### src/rtl/calc_cmd_sequencer.sv
// calc_cmd_sequencer: buffers keypad codes in a FIFO and hands them one at a time to the calculator core.
// Ports: clock/reset (async, active-high); key_valid/key_code/key_ready form the key FIFO push side;
// core_status/err_clear come from the core and the operator; cmd is the code driven to the core;
// seq_busy, err, overflow and dropped are registered status outputs.
// Optional: define CMDSEQ_TIMEOUT_EN to drop a code the core never acknowledges within TIMEOUT cycles.
module calc_cmd_sequencer #(
  parameter int DEPTH = 4,
  parameter int HOLD_CYCLES = 2,
  parameter int TIMEOUT = 64,
  parameter logic [3:0] IDLE_CMD = 4'b1101
) (
  input  logic       clock,
  input  logic       reset,
  input  logic       key_valid,
  input  logic [3:0] key_code,
  output logic       key_ready,
  input  logic [1:0] core_status,
  input  logic       err_clear,
  output logic [3:0] cmd,
  output logic       seq_busy,
  output logic       err,
  output logic       overflow,
  output logic       dropped
);
  localparam int AW = $clog2(DEPTH);
  localparam int CW = AW + 1;
  localparam logic [CW-1:0] FULL = CW'(DEPTH);
  localparam logic [3:0] HOLD = 4'(HOLD_CYCLES);
  typedef enum logic [2:0] {IDLE, ISSUE, ACK, RELEASE, ERROR} state_t;
  state_t state;
  logic [3:0] mem [DEPTH];
  logic [AW-1:0] wptr, rptr;
  logic [CW-1:0] count, cnt_nxt;
  logic [3:0] cur, hold;
  logic push, pop, go_err;
`ifdef CMDSEQ_TIMEOUT_EN
  localparam int TW = $clog2(TIMEOUT + 1);
  localparam logic [TW-1:0] TLAST = TW'(TIMEOUT - 1);
  logic [TW-1:0] tcnt;
`else
  // Without the timeout option nothing can be dropped; TIMEOUT has no effect.
  assign dropped = (TIMEOUT < 0);
`endif
  always_comb begin
    go_err = state != ERROR && core_status == 2'b00;
    push = key_valid && key_ready && state != ERROR;
    pop = state == IDLE && count != '0 && core_status == 2'b10;
    cnt_nxt = count + CW'(push) - CW'(pop);
  end
  always_ff @(posedge clock)
    if (push) mem[wptr] <= key_code;
  always_ff @(posedge clock or posedge reset) begin
    if (reset) begin
      state <= IDLE;
      cmd <= IDLE_CMD;
      key_ready <= 1'b1;
      seq_busy <= 1'b0;
      err <= 1'b0;
      overflow <= 1'b0;
      cur <= '0;
      hold <= '0;
      wptr <= '0;
      rptr <= '0;
      count <= '0;
`ifdef CMDSEQ_TIMEOUT_EN
      tcnt <= '0;
      dropped <= 1'b0;
`endif
    end else begin
      seq_busy <= state != IDLE || count != '0;
      if (key_valid && !key_ready && state != ERROR) overflow <= 1'b1;
      // A core error beats every other transition and flushes the queue, including a push this cycle.
      if (go_err) begin
        state <= ERROR;
        cmd <= IDLE_CMD;
        err <= 1'b1;
        key_ready <= 1'b0;
        wptr <= '0;
        rptr <= '0;
        count <= '0;
      end else begin
        if (push) wptr <= wptr + AW'(1);
        if (pop) rptr <= rptr + AW'(1);
        count <= cnt_nxt;
        key_ready <= state == ERROR ? err_clear : cnt_nxt != FULL;
        case (state)
          IDLE:
            if (pop) begin
              cur <= mem[rptr];
              hold <= 4'd1;
              state <= ISSUE;
            end
          ISSUE: begin
            cmd <= cur;
            if (hold == HOLD) begin
              state <= ACK;
`ifdef CMDSEQ_TIMEOUT_EN
              tcnt <= '0;
`endif
            end else hold <= hold + 4'd1;
          end
          ACK:
            if (core_status[0]) begin
              state <= RELEASE;
              cmd <= IDLE_CMD;
            end
`ifdef CMDSEQ_TIMEOUT_EN
            else if (tcnt == TLAST) begin
              dropped <= 1'b1;
              state <= RELEASE;
              cmd <= IDLE_CMD;
            end else tcnt <= tcnt + TW'(1);
`endif
          RELEASE:
            if (core_status == 2'b10) state <= IDLE;
          ERROR:
            if (err_clear) begin
              state <= IDLE;
              err <= 1'b0;
              overflow <= 1'b0;
`ifdef CMDSEQ_TIMEOUT_EN
              dropped <= 1'b0;
`endif
            end
          default: state <= IDLE;
        endcase
      end
    end
  end
endmodule

### config.mk
export PLATFORM = sky130hd
export DESIGN_NAME = calc_cmd_sequencer
export DESIGN_NICKNAME = d
export VERILOG_FILES = /design/src/rtl/calc_cmd_sequencer.sv
export SDC_FILE = /design/constraint.sdc
export NUM_CORES = 1
export LEC_CHECK = 0
export BUFFER_PORTS_ARGS = -buffer_cell sky130_fd_sc_hd__buf_4
export CORE_MARGIN = 2
export CORE_UTILIZATION = 45
export CTS_CLUSTER_SIZE = 24
export DETAILED_ROUTE_END_ITERATION = 10
export RECOVER_POWER = 25
export SYNTH_ARGS = -nofsm -noshare
export SYNTH_HDL_FRONTEND = slang
export SYNTH_SLANG_ARGS = --single-unit
### constraint.sdc
create_clock -name clock -period 3.4 [get_ports clock]
set_clock_uncertainty 0.05 [all_clocks]
set_input_delay 0.68 -clock clock [delete_from_list [all_inputs] [get_ports clock]]
set_output_delay 0.68 -clock clock [all_outputs]
set_load 0.02 [all_outputs]
==> metrics.md, run 1 <==
| Metric | Value |
|---|---|
| Slowest CP cell | `or3b_1` |
| Xor/xnor share of the synthesized area | `3.55%` |
| CP startpoint | `state[1]` |
| Fill cells | `394` |
| Final net count | `between 150 and 200` |
| PD cells | `770 mW/mm^2` |
| Initial antenna violation count | `0` |
| Die area | `roughly 0.0049 sq mm` |
| Max-Cap Viols | `0` |
| Register area share after synthesis | `approximately 58%` |
| Post-synthesis compound-gate area fraction | `under 10%` |
| Post-CTS Setup Repair Bufs | `0` |
| Crit end category | `flop` |
| Mapped Cells | `155` |
| Multiplexer area fraction after synthesis | `just under 9%` |
| Clk buf depth | `2` |
| Fmax | `roughly 360 MHz` |
| Vias | `between 1000 and 1500` |
| CTS tree | `built` |
| Netlist cell types | `42` |
| Period utilisation layout | `82.8%` |
| Clock-pin slew on the worst setup and hold paths | `~80 ps` |
| Routed wire per std cell | `between 10 and 15 microns` |
| Worst Setup Start Kind | `flop` |
| Die Ht | `70.2 microns` |
| Fin. max-slew vios | `0` |
| FF-to-FF Start | `state[1]` |
| Mapped Nets | `about 170` |
| Hold Fails Final Rpt | `0` |
| Top delay family on crit path | `simple AND/OR/NAND/NOR gates` |
| Num CTS Buffers | `5` |
| Area share of and/or/nand/nor cells after synthesis | `a little over an eighth` |
| IO Port Bufs | `17` |
| Vias in the first global route | `1212` |
| Total Wirelength | `3340 microns` |
| Maximum vdd drop | `0.000367 V` |
| Slew @ Worst Pin | `approximately 1100 ps` |
| Power Total | `between 0.0015 and 0.002 W` |
| Synth area leader | `dfrtp_1` |
| N_diodes | `0` |
| Global route overflow | `0` |
| Worst-path cell chain | `or3b_1 -> and3_1 -> xor2_1 -> ha_1 -> inv_1 -> fa_1 -> xor2_1 -> xnor2_1 -> nor2_1 -> a31oi_1` |
| DR iter-0 viols | `between 60 and 70` |
| Critical Path AT | `2980 ps` |
| Row count | `24` |
| Yosys top cell area share | `27.9%` |
| Most frequent cells in the layout | `dfrtp_1, edfxtp_1, nor2_1, buf_4` |
| H-tree Lvls | `2` |
| First-pass GRT wire length | `5700 microns` |
| Largest cells by area after synthesis | `dfrtp_1, edfxtp_1, dfstp_2` |
| Yosys warns | `0` |
| Setup TNS | `0 ps` |
| Final ANT Viol Nets | `0` |
| Worst hold start | `cur[2]` |
| Run status | `finished, final reports clean` |
| Largest net degree at the start of global routing | `27` |
| Syn Area/Cell | `approximately 13 sq um` |
| Clk Latency, worst-skew pair | `slightly below 300 ps` |
| Final Util | `between 50 and 60%` |
| Number of vias per cell | `between 5 and 6` |
| Clock Sink Count | `42` |
| Critical path fanouts, max | `10` |
| Main combinational cell family by area after synthesis | `simple AND/OR/NAND/NOR gates` |
| Adder-Cell Fraction of Synth Area | `5.45%` |
| Critical Path RT | `around 3600 ps` |
| #FFs+latches synth | `42` |
| Slew Limit Headroom | `29.2%` |
| Multi-input gate area | `~750 sq um` |
| Die width | `about 70 microns` |
| LEAKAGE | `0.886 nW` |
| Commonest non-fill, non-tap cell in the layout | `dfrtp_1` |
| Layout cells sized above 1 | `between 20 and 25%` |
| Reg2reg setup slack | `580 ps` |
| Path type of the worst min-delay path | `reg -> reg` |
| DP Wirelength | `2470 microns` |
| First-pass DRT Iterations | `4` |
| Clock root buffer | `clkbuf_8` |
| Setup WS pre-CTS | `between 600 and 700 ps` |
| RSZ-0062 raised after global routing | `false` |
| Routability cong. | `slightly below 0.8` |
| Hold_buf cts | `0` |
| Area grow syn2layout | `10.8%` |
| GRT Util Overall | `between 10% and 20%` |
| Final Critical Period | `2820 ps` |
| CP max stage delay | `between 500 and 600 ps` |
| Synthesized cell area | `just under 0.002 sq mm` |
| Core area | `between 0.004 and 0.005 sq mm` |
| Cell repeated most along the worst path | `xor2_1` |
| Residual DRC | `0` |
| Ports | `19` |
| Crit path buf inv count | `1` |
| # setup viols final | `0` |
| Final worst slack | `approximately 580 ps` |
| Starting Density | `between 40% and 50%` |
| Post_cts resized | `0` |
| Register Area | `~0.0011 sq mm` |
| WS Path Type | `reg -> reg` |
-- power by group --
group	leakage (nW)	internal, W	switching [W]	total (W)
sequential	0.460	0.000693	0.000123	0.000816
clock	0.0426	0.000141	0.000164	0.000305
combinational	0.383	0.000273	0.000289	0.000562
total	0.886	0.00111	0.000576	0.00168
-- cell type report --
class | instances | area share, %
clock buffers | 6 | 3.32
clock inverters | 2 | 0.401
inverters | 9 | 1.55
multi-input cells | 96 | 34.3
flip-flops and latches | 42 | 52.0
well taps | 52 | 2.98
repair buffers | 18 | 5.50
-- cells by family (layout without fill, tap and decap cells) --
kind of cell | Yosys count | after routing
simple gates | 48 | 48
flops | 42 | 42
compound gates | 19 | 19
buf+inv | 17 | 35
mux | 12 | 12
fa+ha+maj | 8 | 8
xor+xnor | 8 | 8
other cells | 1 | 1
-- flip-flops by register name (all words and copies together), names as in the netlist, 2 cells and up --
signal and flops:
cur 4, hold 4, rptr 2, wptr 2, state 3, cmd 4, mem 16, count 3
-- through the flow --
step / area, sq um / hold slack [ps] / std cells
6_report: 2190 / 457 / 225
5_1_grt: 2190 / 479 / 225
4_1_cts: 2200 / 461 / 225
3_5_place_dp: 2120 / 444 / 217
3_3_place_gp: 2120 / 434 / 217
2_1_floorplan: 1970 / 408 / 155
-- metal layers --
layer	share of wire [%]	wire [microns]	global-route usage (%)
met2	50	1660	25.3
met1	46	1540	19.0
met4	1.5	49	5.77
met3	2.9	98	3.46
met5	0	0	0
-- synth_stat cells, drive strengths merged --
| master | count |
|---|---|
| fa | 1 |
| nor4 | 2 |
| or3b | 2 |
| nand2 | 9 |
| and3 | 1 |
| nor3 | 5 |
| nor3b | 2 |
| mux2 | 4 |
| a21oi | 6 |
| nand3 | 1 |
| clkbuf | 1 |
| inv | 9 |
| xor2 | 2 |
| nand2b | 3 |
| and2 | 4 |
| a2111oi | 1 |
| conb | 1 |
| dfstp | 4 |
| edfxtp | 16 |
| nand3b | 1 |
| nor2b | 3 |
| mux4 | 4 |
| o21ai | 5 |
| ha | 7 |
| o22a | 1 |
| dfrtp | 22 |
| o22ai | 4 |
| nor2 | 14 |
| buf | 7 |
| a31oi | 1 |
| a211oi | 1 |
| mux2i | 4 |
| and3b | 1 |
| xnor2 | 6 |
-- final timing paths --
check,to,depth (start not counted)
worst min-delay path,cur[2],1
worst max-delay path,key_ready,10
worst max register to register,key_ready,10
worst min register to register,cur[2],1
min in group asynchronous,cur[1],2
max in group asynchronous,seq_busy,2
Power figures use the tool's default switching activity.
==> run 2: changes to the inputs <==
--- a/config.mk
+++ b/config.mk
@@ -10,6 +10,7 @@
 export CORE_UTILIZATION = 45
 export CTS_CLUSTER_SIZE = 24
 export DETAILED_ROUTE_END_ITERATION = 10
+export PLACE_DENSITY = 0.66
 export RECOVER_POWER = 25
 export SYNTH_ARGS = -nofsm -noshare
 export SYNTH_HDL_FRONTEND = slang
==> constraint.sdc (replaced) <==
create_clock -name clock -period 2.5 [get_ports clock]
set_clock_uncertainty 0.05 [all_clocks]
set_input_delay 0.5 -clock clock [delete_from_list [all_inputs] [get_ports clock]]
set_output_delay 0.5 -clock clock [all_outputs]
set_load 0.02 [all_outputs]
==> metrics.md, run 2 (synthesis gave the netlist of run 1 again) <==
| Metric | Value |
|---|---|
| Critical Path RT | `~2700 ps` |
| Clock-pin slew on the worst setup and hold paths | `around 80 ps` |
| Critical path fanouts, max | `4` |
| RSZ-0062 raised after global routing | `true` |
| Routed wire per std cell | `about 15 microns` |
| Placed Cells | `between 200 and 250` |
| Final Critical Period | `approximately 2500 ps` |
| WHS Path Cells | `2` |
| NetSw | `around 0.00085 W` |
| Global route overflow | `0` |
| Met2 wire len | `around 1800 microns` |
| Number of vias per cell | `5.31` |
| Final ANT Viol Nets | `0` |
| Starting Density | `45.9%` |
| Metal3 WL | `approximately 150 microns` |
| Seq pwr share | `approximately two fifths` |
| DR iter-0 viols | `55` |
| Power Total | `approximately 0.0026 W` |
| WS Path Type | `reg -> reg` |
| Most frequent cells in the layout | `buf_4, dfrtp_1, edfxtp_1, nor2_1, nand2_1` |
| Final net count | `between 200 and 250` |
| Post-Route M1 WL | `around 1500 microns` |
| Residual DRC | `0` |
| IO Port Bufs | `17` |
| Hold Fails Final Rpt | `0` |
| # setup viols final | `1` |
| DP Wirelength | `2550 microns` |
| Worst Setup Start Kind | `flop` |
| Ports | `19` |
| Max Used Layer | `met4` |
| First-pass GRT wire length | `6010 microns` |
| Row count | `24` |
| Clk buf depth | `2` |
| LEAKAGE | `0.977 nW` |
| Layout cells sized above 1 | `roughly a third` |
| Worst Hold Endpoint | `err` |
| Period utilisation layout | `101%` |
| Clock Sink Count | `42` |
| Critical Path AT | `between 2000 and 3000 ps` |
| Die area | `a little under 0.005 sq mm` |
| Largest Register | `mem` |
| N_diodes | `0` |
| Fin. max-slew vios | `0` |
| FF-to-FF Start | `state[1]` |
| Fmax | `roughly 400 MHz` |
| Run status | `finished with violations` |
| GRT Util Overall | `between 10% and 20%` |
| Hold_buf cts | `0` |
| Comb pwr share | `approximately 34%` |
| Failing checks | `negative setup slack` |
| Max reg flops | `16` |
| Routability cong. | `~0.83` |
| Worst hold start | `err_clear` |
| Reg2Reg Depth | `10` |
| Non-Filler Instances | `roughly 240` |
| Path type of the worst min-delay path | `in -> reg` |
| H-tree Lvls | `2` |
| Internal power | `~0.0018 W` |
| Reg2reg setup slack | `-20 ps` |
| Final worst slack | `-25.0 ps` |
| Core area | `0.00429 sq mm` |
| Slew @ Worst Pin | `around 1400 ps` |
| Largest net degree at the start of global routing | `27` |
| Sw Share | `32.1%` |
| Maximum vdd drop | `about 0.00057 V` |
| Total Wirelength | `3570 microns` |
| Die width | `around 70 microns` |
| Area grow syn2layout | `20.4%` |
| CTS tree | `built` |
| Slew Limit Headroom | `around 7.7%` |
| First-pass DRT Iterations | `4` |
| Setup WS pre-CTS | `-3.06 ps` |
| Vias | `between 1000 and 1500` |
| Die Ht | `70.2 microns` |
| Clk pwr share | `about a quarter` |
| Crit end category | `flop` |
| Clk Latency, worst-skew pair | `around 300 ps` |
| Clock root buffer | `clkbuf_8` |
| Max-Cap Viols | `0` |
| Initial antenna violation count | `0` |
| Worst hold margin | `354 ps` |
| Reg2reg end | `key_ready` |
| PD cells | `1110 mW/mm^2` |
| Commonest non-fill, non-tap cell in the layout | `buf_4` |
| Vias in the first global route | `between 1000 and 1500` |
| Num CTS Buffers | `5` |
run 2: worst max path at each step:
stage / start / end / cells after the start
after global placement: core_status[1] / key_ready / 11
after detailed placement: core_status[1] / key_ready / 11
final: state[1] / key_ready / 10
after CTS: state[1] / key_ready / 10
after floorplan: state[0] / key_ready / 12
after global routing: state[1] / key_ready / 10
run 2: cell type report:
type | instances | area (sq um)
flip-flops and latches | 42 | 1140
clock inverters | 3 | 68.8
clock buffers | 5 | 68.8
repair buffers | 30 | 210
inverters | 9 | 33.8
well taps | 52 | 65.1
multi-input cells | 96 | 792
fillers | 351 | 1920
run 2: critical path, stage by stage (launching register included):
cell and delay [ps]:
dfrtp_1 430, or3b_4 420, and3_4 160, xor2_1 150, ha_2 190, inv_2 40
fa_2 360, xor2_2 160, xnor2_2 150, nor2_1 70, a31oi_1 240
run 2: per-stage QoR:
| step | cell area [sq um] | utilization, % | setup TNS, ps |
|---|---|---|---|
| after floorplan | 2000 | - | -0.669 |
| after global placement | 2190 | 51.0 | 0 |
| after detailed placement | 2190 | 51.0 | -3.06 |
| after CTS | 2340 | 54.5 | 0 |
| after global routing | 2370 | 55.3 | -176 |
| final | 2370 | 55.3 | -25.0 |
run 2: metal layers:
layer	GRT usage (%)	vias to the layer above
met5	0	-
met4	7.91	0
met3	4.47	5
met2	26.2	21
met1	19.7	639
li1	-	594
run 2: power by group through the flow:
stage	registers [W]	clock network, W	logic (W)
after floorplan	0.00113	0	0.000569
after global placement	0.00111	0	0.000799
after detailed placement	0.00112	0	0.000836
after CTS	0.00110	0.000652	0.000851
after global routing	0.00114	0.000673	0.000985
final	0.00111	0.000639	0.000898
run 2: what timing repair did:
item | in CTS | in global routing
setup buffers | 1 | 3
gates resized for setup | 1 | 7
setup endpoints to repair | 1 | 1
pin swaps | 0 | 6
